$ cat config.mk
export PLATFORM = sky130hd
export DESIGN_NAME = tt_sweep_driver
export DESIGN_NICKNAME = d
export VERILOG_FILES = /design/src/rtl/tt_sweep_driver.sv
export SDC_FILE = /design/constraint.sdc
export NUM_CORES = 1
export LEC_CHECK = 0
export ABC_AREA = 1
export CORE_MARGIN = 3
export CORE_UTILIZATION = 52
export DETAILED_ROUTE_END_ITERATION = 8
export PLACE_DENSITY = 0.81
export SYNTH_ARGS = -nofsm -noshare
export SYNTH_HDL_FRONTEND = slang
export SYNTH_SLANG_ARGS = --single-unit
$ cat constraint.sdc
create_clock -name clk -period 4.2 [get_ports clk]
set_input_delay 0.42 -clock clk [delete_from_list [all_inputs] [get_ports clk]]
set_output_delay 0.42 -clock clk [all_outputs]
set_load 0.05 [all_outputs]
$ cat src/rtl/tt_sweep_driver.sv
// tt_sweep_driver
//
// Walks a combinational exercise block through every input code
// 0..2^N_IN-1. For each code the driver holds stim steady for SETTLE
// cycles, then samples resp. It streams the captured vector out and
// folds it into a 16-bit MISR, so one compare checks the whole table.
//
// Ports
//   clk        : system clock, rising edge
//   reset      : asynchronous, active-high reset
//   start      : one-cycle sweep request (only honoured while idle)
//   resp       : response from the block under test
//   stim       : stimulus code driven to the block under test
//   busy       : high while a sweep is in progress
//   done       : high from end of sweep until the next accepted start
//   vec_valid  : one-cycle pulse, vec_idx/vec_resp carry a new vector
//   vec_idx    : stim code of the captured vector
//   vec_resp   : resp captured for vec_idx
//   signature  : MISR result, valid while done=1
//
// Optional build macro TT_SWEEP_ERRCNT_EN adds:
//   exp_resp   : expected response for the current stim (combinational)
//   err_cnt    : number of sampled mismatches in the current/last sweep
//   err_flag   : sticky mismatch flag, cleared by reset or accepted start
module tt_sweep_driver #(
  parameter int N_IN   = 5,
  parameter int N_OUT  = 8,
  parameter int SETTLE = 2,   // 1..15
  parameter int SIG_W  = 16   // MISR taps below are fixed for 16 bits
) (
  input  logic             clk,
  input  logic             reset,
  input  logic             start,
  input  logic [N_OUT-1:0] resp,
`ifdef TT_SWEEP_ERRCNT_EN
  input  logic [N_OUT-1:0] exp_resp,
  output logic [N_IN:0]    err_cnt,
  output logic             err_flag,
`endif
  output logic [N_IN-1:0]  stim,
  output logic             busy,
  output logic             done,
  output logic             vec_valid,
  output logic [N_IN-1:0]  vec_idx,
  output logic [N_OUT-1:0] vec_resp,
  output logic [SIG_W-1:0] signature
);

  localparam logic [1:0] ST_IDLE   = 2'd0;
  localparam logic [1:0] ST_WAIT   = 2'd1;
  localparam logic [1:0] ST_SAMPLE = 2'd2;

  localparam logic [3:0]      SETTLE_LD = 4'(SETTLE);
  localparam logic [N_IN-1:0] LAST_CODE = {N_IN{1'b1}};

  logic [1:0]       state_q, state_d;
  logic [3:0]       cnt_q, cnt_d;
  logic [N_IN-1:0]  stim_q, stim_d;
  logic             busy_q, busy_d;
  logic             done_q, done_d;
  logic             vv_q, vv_d;
  logic [N_IN-1:0]  idx_q, idx_d;
  logic [N_OUT-1:0] vresp_q, vresp_d;
  logic [SIG_W-1:0] sig_q, sig_d;

  // MISR step: x^16+x^15+x^13+x^4+1, response folded into the low bits.
  logic             misr_fb;
  logic [SIG_W-1:0] resp_ext;
  assign misr_fb  = sig_q[15] ^ sig_q[14] ^ sig_q[12] ^ sig_q[3];
  assign resp_ext = {{(SIG_W-N_OUT){1'b0}}, resp};

`ifdef TT_SWEEP_ERRCNT_EN
  logic [N_IN:0] err_cnt_q, err_cnt_d;
  logic          err_flag_q, err_flag_d;
`endif

  always_comb begin
    state_d = state_q;
    cnt_d   = cnt_q;
    stim_d  = stim_q;
    busy_d  = busy_q;
    done_d  = done_q;
    vv_d    = 1'b0;
    idx_d   = idx_q;
    vresp_d = vresp_q;
    sig_d   = sig_q;
`ifdef TT_SWEEP_ERRCNT_EN
    err_cnt_d  = err_cnt_q;
    err_flag_d = err_flag_q;
`endif
    case (state_q)
      ST_IDLE: begin
        if (start) begin
          stim_d  = '0;
          cnt_d   = SETTLE_LD;
          sig_d   = '1;
          busy_d  = 1'b1;
          done_d  = 1'b0;
          state_d = ST_WAIT;
`ifdef TT_SWEEP_ERRCNT_EN
          err_cnt_d  = '0;
          err_flag_d = 1'b0;
`endif
        end
      end
      ST_WAIT: begin
        // Leaving on cnt==1 gives exactly SETTLE stable WAIT cycles.
        cnt_d = cnt_q - 4'd1;
        if (cnt_q == 4'd1) begin
          state_d = ST_SAMPLE;
        end
      end
      ST_SAMPLE: begin
        vresp_d = resp;
        idx_d   = stim_q;
        vv_d    = 1'b1;
        sig_d   = {sig_q[SIG_W-2:0], misr_fb} ^ resp_ext;
`ifdef TT_SWEEP_ERRCNT_EN
        if (resp != exp_resp) begin
          err_cnt_d  = err_cnt_q + (N_IN+1)'(1);
          err_flag_d = 1'b1;
        end
`endif
        if (stim_q == LAST_CODE) begin
          // Hold the last code rather than wrapping.
          busy_d  = 1'b0;
          done_d  = 1'b1;
          state_d = ST_IDLE;
        end else begin
          stim_d  = stim_q + N_IN'(1);
          cnt_d   = SETTLE_LD;
          state_d = ST_WAIT;
        end
      end
      default: state_d = ST_IDLE;
    endcase
  end

  always_ff @(posedge clk or posedge reset) begin
    if (reset) begin
      state_q <= ST_IDLE;
      cnt_q   <= '0;
      stim_q  <= '0;
      busy_q  <= 1'b0;
      done_q  <= 1'b0;
      vv_q    <= 1'b0;
      idx_q   <= '0;
      vresp_q <= '0;
      sig_q   <= '0;
    end else begin
      state_q <= state_d;
      cnt_q   <= cnt_d;
      stim_q  <= stim_d;
      busy_q  <= busy_d;
      done_q  <= done_d;
      vv_q    <= vv_d;
      idx_q   <= idx_d;
      vresp_q <= vresp_d;
      sig_q   <= sig_d;
    end
  end

`ifdef TT_SWEEP_ERRCNT_EN
  always_ff @(posedge clk or posedge reset) begin
    if (reset) begin
      err_cnt_q  <= '0;
      err_flag_q <= 1'b0;
    end else begin
      err_cnt_q  <= err_cnt_d;
      err_flag_q <= err_flag_d;
    end
  end

  assign err_cnt  = err_cnt_q;
  assign err_flag = err_flag_q;
`endif

  assign stim      = stim_q;
  assign busy      = busy_q;
  assign done      = done_q;
  assign vec_valid = vv_q;
  assign vec_idx   = idx_q;
  assign vec_resp  = vresp_q;
  assign signature = sig_q;

endmodule

==> results of run 1 <==
[cells in the final DEF (no fill, tap or decap), drive strengths merged, types with 4 or more instances in the layout]
| cell | count |
|---|---|
| clkbuf | 7 |
| clkdlybuf4s50 | 47 |
| o21ai | 30 |
| a21oi | 10 |
| nand2 | 50 |
| dfrtp | 43 |
| inv | 34 |
| nor2 | 16 |
| o22a | 4 |
| nand3 | 7 |
| ha | 4 |
[state kept, by name (all words and copies together), names as in the netlist]
name	count
busy	1
cnt_q	4
done	1
signature	16
state_q	2
stim	5
vec_idx	5
vec_resp	8
vec_valid	1
[logic make-up after synthesis]
logic type                 count (synthesis)  synth area share [%]
AOI/OAI and AO/OA                         48                 14.00
and+or+nand+nor                           77                 16.90
buffers and inverters                     41                 9.467
xor gates and xnor gates                   1                0.4603
DFF                                       43                 56.54
adders and majority gates                  4                 2.630
[power groups by stage]
stage / Combinational, W / Sequential (W) / Clock [W]
3_3_place_gp: 0.000259 / 0.000481 / 0
6_report: 0.000259 / 0.000473 / 0.000281
3_5_place_dp: 0.000261 / 0.000480 / 0
4_1_cts: 0.000262 / 0.000472 / 0.000290
5_1_grt: 0.000278 / 0.000478 / 0.000311
2_1_floorplan: 0.0000619 / 0.000588 / 0
[through the flow]
step           power (W)  setup slack [ns]  util, %  instances  instance area [um^2]
2_1_floorplan  0.0006495             2.448        -        214                  1903
3_3_place_gp   0.0007400             2.562    69.43        302                  2390
3_5_place_dp   0.0007413             2.557    69.43        302                  2390
4_1_cts         0.001024             2.237    72.45        310                  2494
5_1_grt         0.001068             2.191    72.45        310                  2494
6_report        0.001014             2.251    72.45        310                  2494
[per-layer routing]
metal | wire, um | GRT usage (%) | vias up
met2 | 1573 | 27.88 | 48
met4 | 40 | 6.853 | 0
met5 | 0 | 0 | -
met3 | 185 | 5.228 | 2
li1 | - | - | 781
met1 | 1830 | 25.89 | 661
[how the worst max path moves through the flow]
stage,cells past startpoint,endpoint,start
6_report,1,signature[3],signature[3]
5_1_grt,1,signature[3],signature[3]
4_1_cts,1,signature[3],signature[3]
3_5_place_dp,6,signature[7],state_q[1]
3_3_place_gp,1,signature[3],signature[3]
2_1_floorplan,9,cnt_q[3],stim[1]
[layout make-up]
cell class	instances	area [um^2]	share of cell area [%]
clock inverter	1	7.507	0.3011
inverter	35	131.4	5.268
tap	46	57.56	2.308
clock buffer	7	96.34	3.864
multi-input combinational	130	646.9	25.94
timing repair buffer	48	478.0	19.17
sequential	43	1076	43.15
==> flow_metrics.tcl, run 1 <==
set metrics [dict create \
    min-delay-start "vec_resp[1]" \
    syn2layout_area_growth_pct 31.03 \
    synth_top_area_share_pct 56.54 \
    cts_resized 0 \
    critPathRequiredTime_ns 3.78 \
    fin_setup_tns_ns 0 \
    dieArea_mm2 0.004422 \
    synth-edff-count 0 \
    wl_um 3629 \
    grt_max_degree 44 \
    crit_fanout 5 \
    cp_slowest_cell "clkdlybuf4s50_1" \
    ys.warnings.count 0 \
    overflow 0 \
    hp-class "register to register" \
    dr.first_iter.drc_count 74 \
    ys_seq_elements 43 \
    yosys.area.top_type "dfrtp_1" \
    slowest_delay_ns 0.83 \
    max-vdd-ir-drop_mv 0.3415 \
    swShare_pct 32.48 \
    rows 21 \
    worst_setup_path_end_kind "output pin" \
    postRouteAntennaNets 0 \
    vias_per_cell 4.813 \
    fillers 264 \
    finalHoldViolCount 0 \
    cts_tree "yes" \
    coreArea_mm2 0.003442 \
    h-tree-depth 2 \
    grt_pass1_vias 1415 \
    fin_crit_sh_pct 46.42 \
    via_count 1492 \
    post-route-drc-count 0 \
    seq_area_frac_synth_pct 56.54 \
    powerDensity_mw_per_mm2 406.5 \
    drt_pre_antenna_iters 4 \
    syn_inst 214 \
    seq_power_share_pct 46.6 \
    port_buffers 47 \
    slew_violations 0 \
    max_slew_margin_pct 60.87 \
    path_delay_family "buffers and inverters" \
    antennaDiodeCount 0 \
    hold_buffers 0 \
    synthArstFlopShare_pct 100.0 \
    start_util_pct 55.29 \
    worst_pin_slew_ns 0.5861 \
    track_usage_pct 18.66 \
    fin_crit_ns 1.949 \
    wl_per_cell_um 11.71 \
    ios 48 \
    cts_num_sinks 43 \
    worstSkewPairLatency_ns 0.29 \
    yosys-top-cells-area "dfrtp_1, nand2_1, inv_1" \
    worstHoldPathCells 2 \
    final.setup_skew_ns 0.005946 \
    die_h_um 66.50 \
    cts_buffer_depth 2 \
    cp.arrival_ns 1.53 \
    worst-setup-path-type "register to output pin" \
    setup_viol_count_final 0 \
    power.switching_w 0.0003293 \
    grt_pass1_wl_um 6196 \
    r2r_cells 8 \
    syn_area_mm2 0.001903 \
    hold_slack_ns 0.4751 \
    syn_avg_cell_area_um2 8.893 \
    clkPwrFrac_pct 27.8 \
    die_x_um 66.50 \
    numCtsBuffers 5 \
    cp_cell_sequence "clkdlybuf4s50_1" \
    nNetsFinal 278 \
    outcome "finished clean" \
    p_int_w 0.0006844 \
    gp_congestion 0.7793 \
    yosysMostFrequentCell "nand2_1" \
    rrSetupSlack_ns 2.57 \
    post-cts-setup-buffers 0 \
    p_comb_share_pct 25.6 \
    p_leak_nw 1.207 \
    r2r_end "signature[0]" \
    antenna_found_initial 0 \
    critPathLaunchType "register" \
    whs_endpoint "vec_resp[1]" \
    synth_cell_type_count 21 \
    synth_flop_cell "dfrtp_1" \
    root_buffer "clkbuf_8" \
    path_buf_inv 1 \
    regToRegStartpoint "state_q[1]" \
    fmax_mhz 513.0 \
    clk_pin_slew_ns 0.08 \
    synth_common_cells "nand2_1, dfrtp_1, inv_1" \
    syn-num-nets 229 \
    maxCapViolations 0 \
    drive_above_1_share_pct 6.061 \
    rsz0062_at_grt "false" \
    dp_hpwl_um 2585 \
]
(Power assumes the default switching activity.)
==> inputs of run 2 (changes only) <==
CORE_UTILIZATION = 44   (was 52)
PLACE_DENSITY = 0.73   (was 0.81)
clock period = 1.7 ns   (was 4.2 ns; I/O delays follow)
==> run 2 against run 1 <==
Net effect: critical path depth unchanged; die area increased by 16%; hold slack got worse by 0.25 ns; worst setup slack worse by 2.2 ns; clock power grew 140%; clock skew about the same; clock-buffer cell count did not move; final area decreased by 0.60%; global-route usage is 2.1 points lower; flip-flop and latch count stayed put; routed wire length grew 11%.
==> flow_metrics.tcl, run 2 (synthesis gave the netlist of run 1 again) <==
set metrics [dict create \
    place_area_mm2 0.002377 \
    hold_buffers 0 \
    post-route-drc-count 0 \
    via_count 1528 \
    setup_viol_count_final 0 \
    wl_um 4038 \
    fin_crit_sh_pct 97.08 \
    postRouteAntennaNets 0 \
    clk_pin_slew_ns 0.08 \
    port_buffers 47 \
    nNetsFinal 281 \
    ios 48 \
    vias_per_cell 4.820 \
    mostFrequentLayoutCell "nand2_1" \
    powerDensity_mw_per_mm2 995.3 \
    cts_num_sinks 43 \
    drt_pre_antenna_iters 4 \
    dp_cells 309 \
    h-tree-depth 2 \
    drive_above_1_share_pct 16.48 \
    max-vdd-ir-drop_mv 0.6126 \
    worst-setup-path-type "register to output pin" \
    worst_pin_slew_ns 0.5163 \
    crit_fanout 2 \
    slew_violations 0 \
    most-common-layout-cells "nand2_1, dfrtp_1, inv_1" \
    antennaDiodeCount 0 \
    root_buffer "clkbuf_8" \
    die_x_um 71.77 \
    grt_pass1_vias 1412 \
    utilization_pct 60.66 \
    final.setup_skew_ns 0.006144 \
    rows 23 \
    wl_met1_um 1934 \
    max_slew_margin_pct 65.47 \
    coreArea_mm2 0.004086 \
    cp_slowest_cell "clkdlybuf4s50_1" \
    layoutNonFillerInstCount 317 \
    dr_wl_met2_um 1853 \
    grt_max_degree 44 \
    path_delay_family "buffers and inverters" \
    wl_met3_um 209 \
    syn2layout_area_growth_pct 30.24 \
    top_layer "met4" \
    cts_tree "yes" \
    dieArea_mm2 0.005150 \
    largest_reg_flops 16 \
    p_leak_nw 1.248 \
    cts_buffer_depth 2 \
    overflow 0 \
    maxCapViolations 0 \
    critPathRequiredTime_ns 1.53 \
    start_util_pct 46.57 \
    path_buf_inv 1 \
    wl_per_cell_um 12.74 \
    track_usage_pct 16.51 \
    finalHoldViolCount 0 \
    cp.arrival_ns 1.48 \
    grt_pass1_wl_um 6582 \
    numCtsBuffers 5 \
    fin_setup_tns_ns 0 \
    outcome "finished clean" \
    slowest_delay_ns 0.81 \
    die_h_um 71.77 \
    hp-class "primary input to async pin" \
    dp_hpwl_um 2826 \
    dr.first_iter.drc_count 62 \
    cp_cell_sequence "clkdlybuf4s50_1" \
    worst_setup_path_end_kind "output pin" \
    fin_area_mm2 0.002479 \
    fmax_mhz 605.9 \
    gp_congestion 0.8458 \
    rsz0062_at_grt "false" \
    worstSkewPairLatency_ns 0.30 \
    fin_crit_ns 1.650 \
    antenna_found_initial 0 \
    critPathLaunchType "register" \
]
-- run 2: changes by cell type in the layout (fill, tap and decap cells not counted), sizes merged --
cell,previous run,this run
buf,1,26
clkdlybuf4s50,47,25
clkinvlp,1,0
inv,34,35
-- run 2: final timing paths --
check / from / to / slack, ns / cells past startpoint
min in group clk: resp[3] / vec_resp[3] / 0.47 / 3
max in group asynchronous: reset / stim[0] / 1.26 / 3
max: vec_idx[3] / vec_idx[3] / 0.05 / 1
min: reset / cnt_q[0] / 0.22 / 3
min reg2reg: vec_resp[4] / vec_resp[4] / 0.49 / 2
max reg2reg: stim[0] / stim[2] / 0.13 / 9
-- run 2: power breakdown --
group	total (W)	switching, W	internal, W
clock network	0.000675	0.000347	0.000328
logic	0.000625	0.000421	0.000204
registers	0.00117	0.0000680	0.00110
total	0.00247	0.000836	0.00163
-- run 2: layer usage --
| layer | vias up | track usage [%] |
|---|---|---|
| met1 | 711 | 22.12 |
| li1 | 780 | - |
| met5 | - | 0 |
| met3 | 4 | 4.909 |
| met2 | 33 | 25.61 |
| met4 | 0 | 5.637 |
-- run 2: cell type report --
| class | count | area (um^2) |
|---|---|---|
| clock inverter | 1 | 5.005 |
| clock buffer | 7 | 86.33 |
| sequential | 43 | 1079 |
| inverter | 35 | 131.4 |
| tap | 50 | 62.56 |
| multi-input combinational | 130 | 656.9 |
| timing repair buffer | 51 | 457.9 |
| fill | 375 | 1608 |
-- run 2: stage by stage --
step	hold slack, ns	power [W]	setup slack [ns]
floorplan	0.2866	0.001605	0.1068
global placement	0.4590	0.001806	0.2000
detailed placement	0.4667	0.001815	0.1189
CTS	0.2289	0.002496	0.04084
global route	0.2667	0.002589	0.009260
finish	0.2203	0.002467	0.04966
-- run 2: worst register-to-register path: cells and delay by family, from the launching register on --
family / cells / cell delay (ns)
DFF: 1 / 0.43
adders and majority gates: 2 / 0.42
and+or+nand+nor: 5 / 0.41
AOI/OAI and AO/OA: 1 / 0.15
buffers and inverters: 1 / 0.07
-- run 2: repair_timing --
| item | 4_1_cts | 5_1_grt |
|---|---|---|
| setup endpoints to repair | 0 | 4 |
| gates resized for setup | 0 | 3 |
| setup buffers | 0 | 0 |
==> inputs of run 3 (changes only) <==
CORE_ASPECT_RATIO = 1.5   (was not set)
==> run 3 against run 2 <==
Net effect: non-clock buffer count is the same; combinational power is essentially flat; final area shrank 0.56%; highest routed layer unchanged; register-to-register slack gained 0.02 ns; sequential share of layout area grew 0.24 points; routed wire length shrank 6.5%; global-route usage shrank 0.21 points; maximum frequency grew 2.0%.
==> flow_metrics.tcl, run 3 (synthesis gave the netlist of run 1 again) <==
set metrics [dict create \
    outcome "finished clean" \
    h-tree-depth 2 \
    crit_fanout 2 \
    coreArea_mm2 0.004064 \
    cts_num_sinks 43 \
    critPathLaunchType "register" \
    syn2layout_area_growth_pct 29.52 \
    hp-class "primary input to async pin" \
    power.total_w 0.002445 \
    setup_viol_count_final 0 \
    final.setup_skew_ns 0.006404 \
    worstSkewPairLatency_ns 0.29 \
    max_slew_margin_pct 66.24 \
    fin_crit_sh_pct 95.20 \
    postRouteAntennaNets 0 \
    multiInputGateArea_um2 646.9 \
    fillers 356 \
    die_x_um 59.70 \
    drt_pre_antenna_iters 4 \
    worst_pin_slew_ns 0.5055 \
    cts_buffer_depth 2 \
    maxCapViolations 0 \
    grt_max_degree 44 \
    cp_cell_sequence "clkdlybuf4s50_1" \
    layout.area.seq_mm2 0.001079 \
    max-vdd-ir-drop_mv 0.7247 \
    cp.arrival_ns 1.45 \
    post-cts-setup-buffers 0 \
    via_count 1517 \
    rsz0062_at_grt "true" \
    port_buffers 47 \
    die_h_um 86.55 \
    p_leak_nw 1.276 \
    mostFrequentLayoutCell "nand2_1" \
    place_area_mm2 0.002366 \
    dieArea_mm2 0.005166 \
    cp_slowest_cell "clkdlybuf4s50_1" \
    wl_um 3776 \
    cts_tree "yes" \
    path_delay_family "buffers and inverters" \
    worst-setup-path-type "register to output pin" \
    overflow 0 \
    gp_congestion 0.7956 \
    worst_setup_path_end_kind "output pin" \
    fin_crit_ns 1.618 \
    clk_pin_slew_ns 0.07 \
    grt_pass1_wl_um 6472 \
    vias_per_cell 4.862 \
    rows 28 \
    root_buffer "clkbuf_8" \
    finalHoldViolCount 0 \
    grt_pass1_vias 1484 \
    largest_reg_flops 16 \
    nNetsFinal 281 \
    fin_area_mm2 0.002465 \
    wl_per_cell_um 12.10 \
    slowest_delay_ns 0.80 \
    post-route-drc-count 0 \
    dr.first_iter.drc_count 85 \
    track_usage_pct 16.30 \
    fmax_mhz 617.9 \
    numCtsBuffers 5 \
    drive_above_1_share_pct 16.48 \
    powerDensity_mw_per_mm2 991.8 \
    path_buf_inv 1 \
    dp_hpwl_um 2773 \
    critPathRequiredTime_ns 1.53 \
    antennaDiodeCount 0 \
    ios 48 \
    start_util_pct 46.83 \
    antenna_found_initial 0 \
    slew_violations 0 \
    most-common-layout-cells "nand2_1, dfrtp_1, inv_1" \
]
==> run 3: cell types whose count changed in the layout (fill, tap and decap cells not counted) <==
| cell | previous run | this run |
|---|---|---|
| clkdlybuf4s50_1 | 25 | 20 |
| dlymetal6s2s_1 | 0 | 3 |
| buf_4 | 25 | 27 |
| nand2_1 | 46 | 48 |
| clkinv_1 | 0 | 1 |
| inv_1 | 32 | 31 |
| nand2_2 | 2 | 1 |
| nand2_4 | 2 | 1 |
==> run 3: area by class of cell <==
type                    count  area share, %
clock inverters             1         0.2030
flip-flops and latches     43          43.76
inverters                  35          5.330
multi-input cells         130          26.24
well taps                  45          2.284
clock buffers               7          3.503
repair buffers             51          18.68
==> run 3: what timing repair did <==
action                     4_1_cts  5_1_grt
hold buffers                     0        0
resized for setup                0        3
setup endpoints to repair        0        4
==> run 3: worst paths after layout <==
check                                 start            to  slack (ns)  cells after the start
worst max-delay path            vec_resp[6]   vec_resp[6]        0.08                      1
worst min-delay path                  reset  signature[9]        0.22                      3
worst max register to register      stim[0]       stim[2]        0.15                      9
worst min register to register  vec_resp[4]   vec_resp[4]        0.47                      2
max in group asynchronous             reset       stim[1]        1.27                      3
min in group clk                vec_resp[4]   vec_resp[4]        0.47                      2
==> run 3: metrics by stage <==
step	hold slack, ns	worst slack (ns)	utilization (%)	cells	setup TNS, ns
3_5_place_dp	0.4608	0.1779	58.22	304	0
6_report	0.2153	0.08154	60.65	312	0
3_3_place_gp	0.4531	0.2074	58.22	304	0
4_1_cts	0.2169	0.01099	60.47	312	0
2_1_floorplan	0.2866	0.1068	-	214	0
5_1_grt	0.2222	-0.006057	60.65	312	-0.006057
==> run 3: worst reg2reg max path: stages, from the launching register on <==
cell and delay [ns]:
dfrtp_2 0.43, ha_1 0.21, nand2_1 0.09, nor2_1 0.05
ha_1 0.19, inv_1 0.05, nand2_1 0.10, nand2_2 0.16
nand2_1 0.07, a22oi_1 0.13
==> run 3: layer usage <==
layer  track usage (%)  vias to the layer above  share of wire, %
li1                  -                      781                 -
met4             6.048                        0               1.5
met1             19.69                      699                43
met3             3.130                        6               4.2
met2             28.05                       31                51
met5                 0                        -                 0
==> run 3: where the power goes <==
group / total [W] / switching (W) / internal (W)
Sequential: 0.00117 / 0.0000684 / 0.00110
Combinational: 0.000626 / 0.000419 / 0.000207
Clock: 0.000650 / 0.000323 / 0.000327
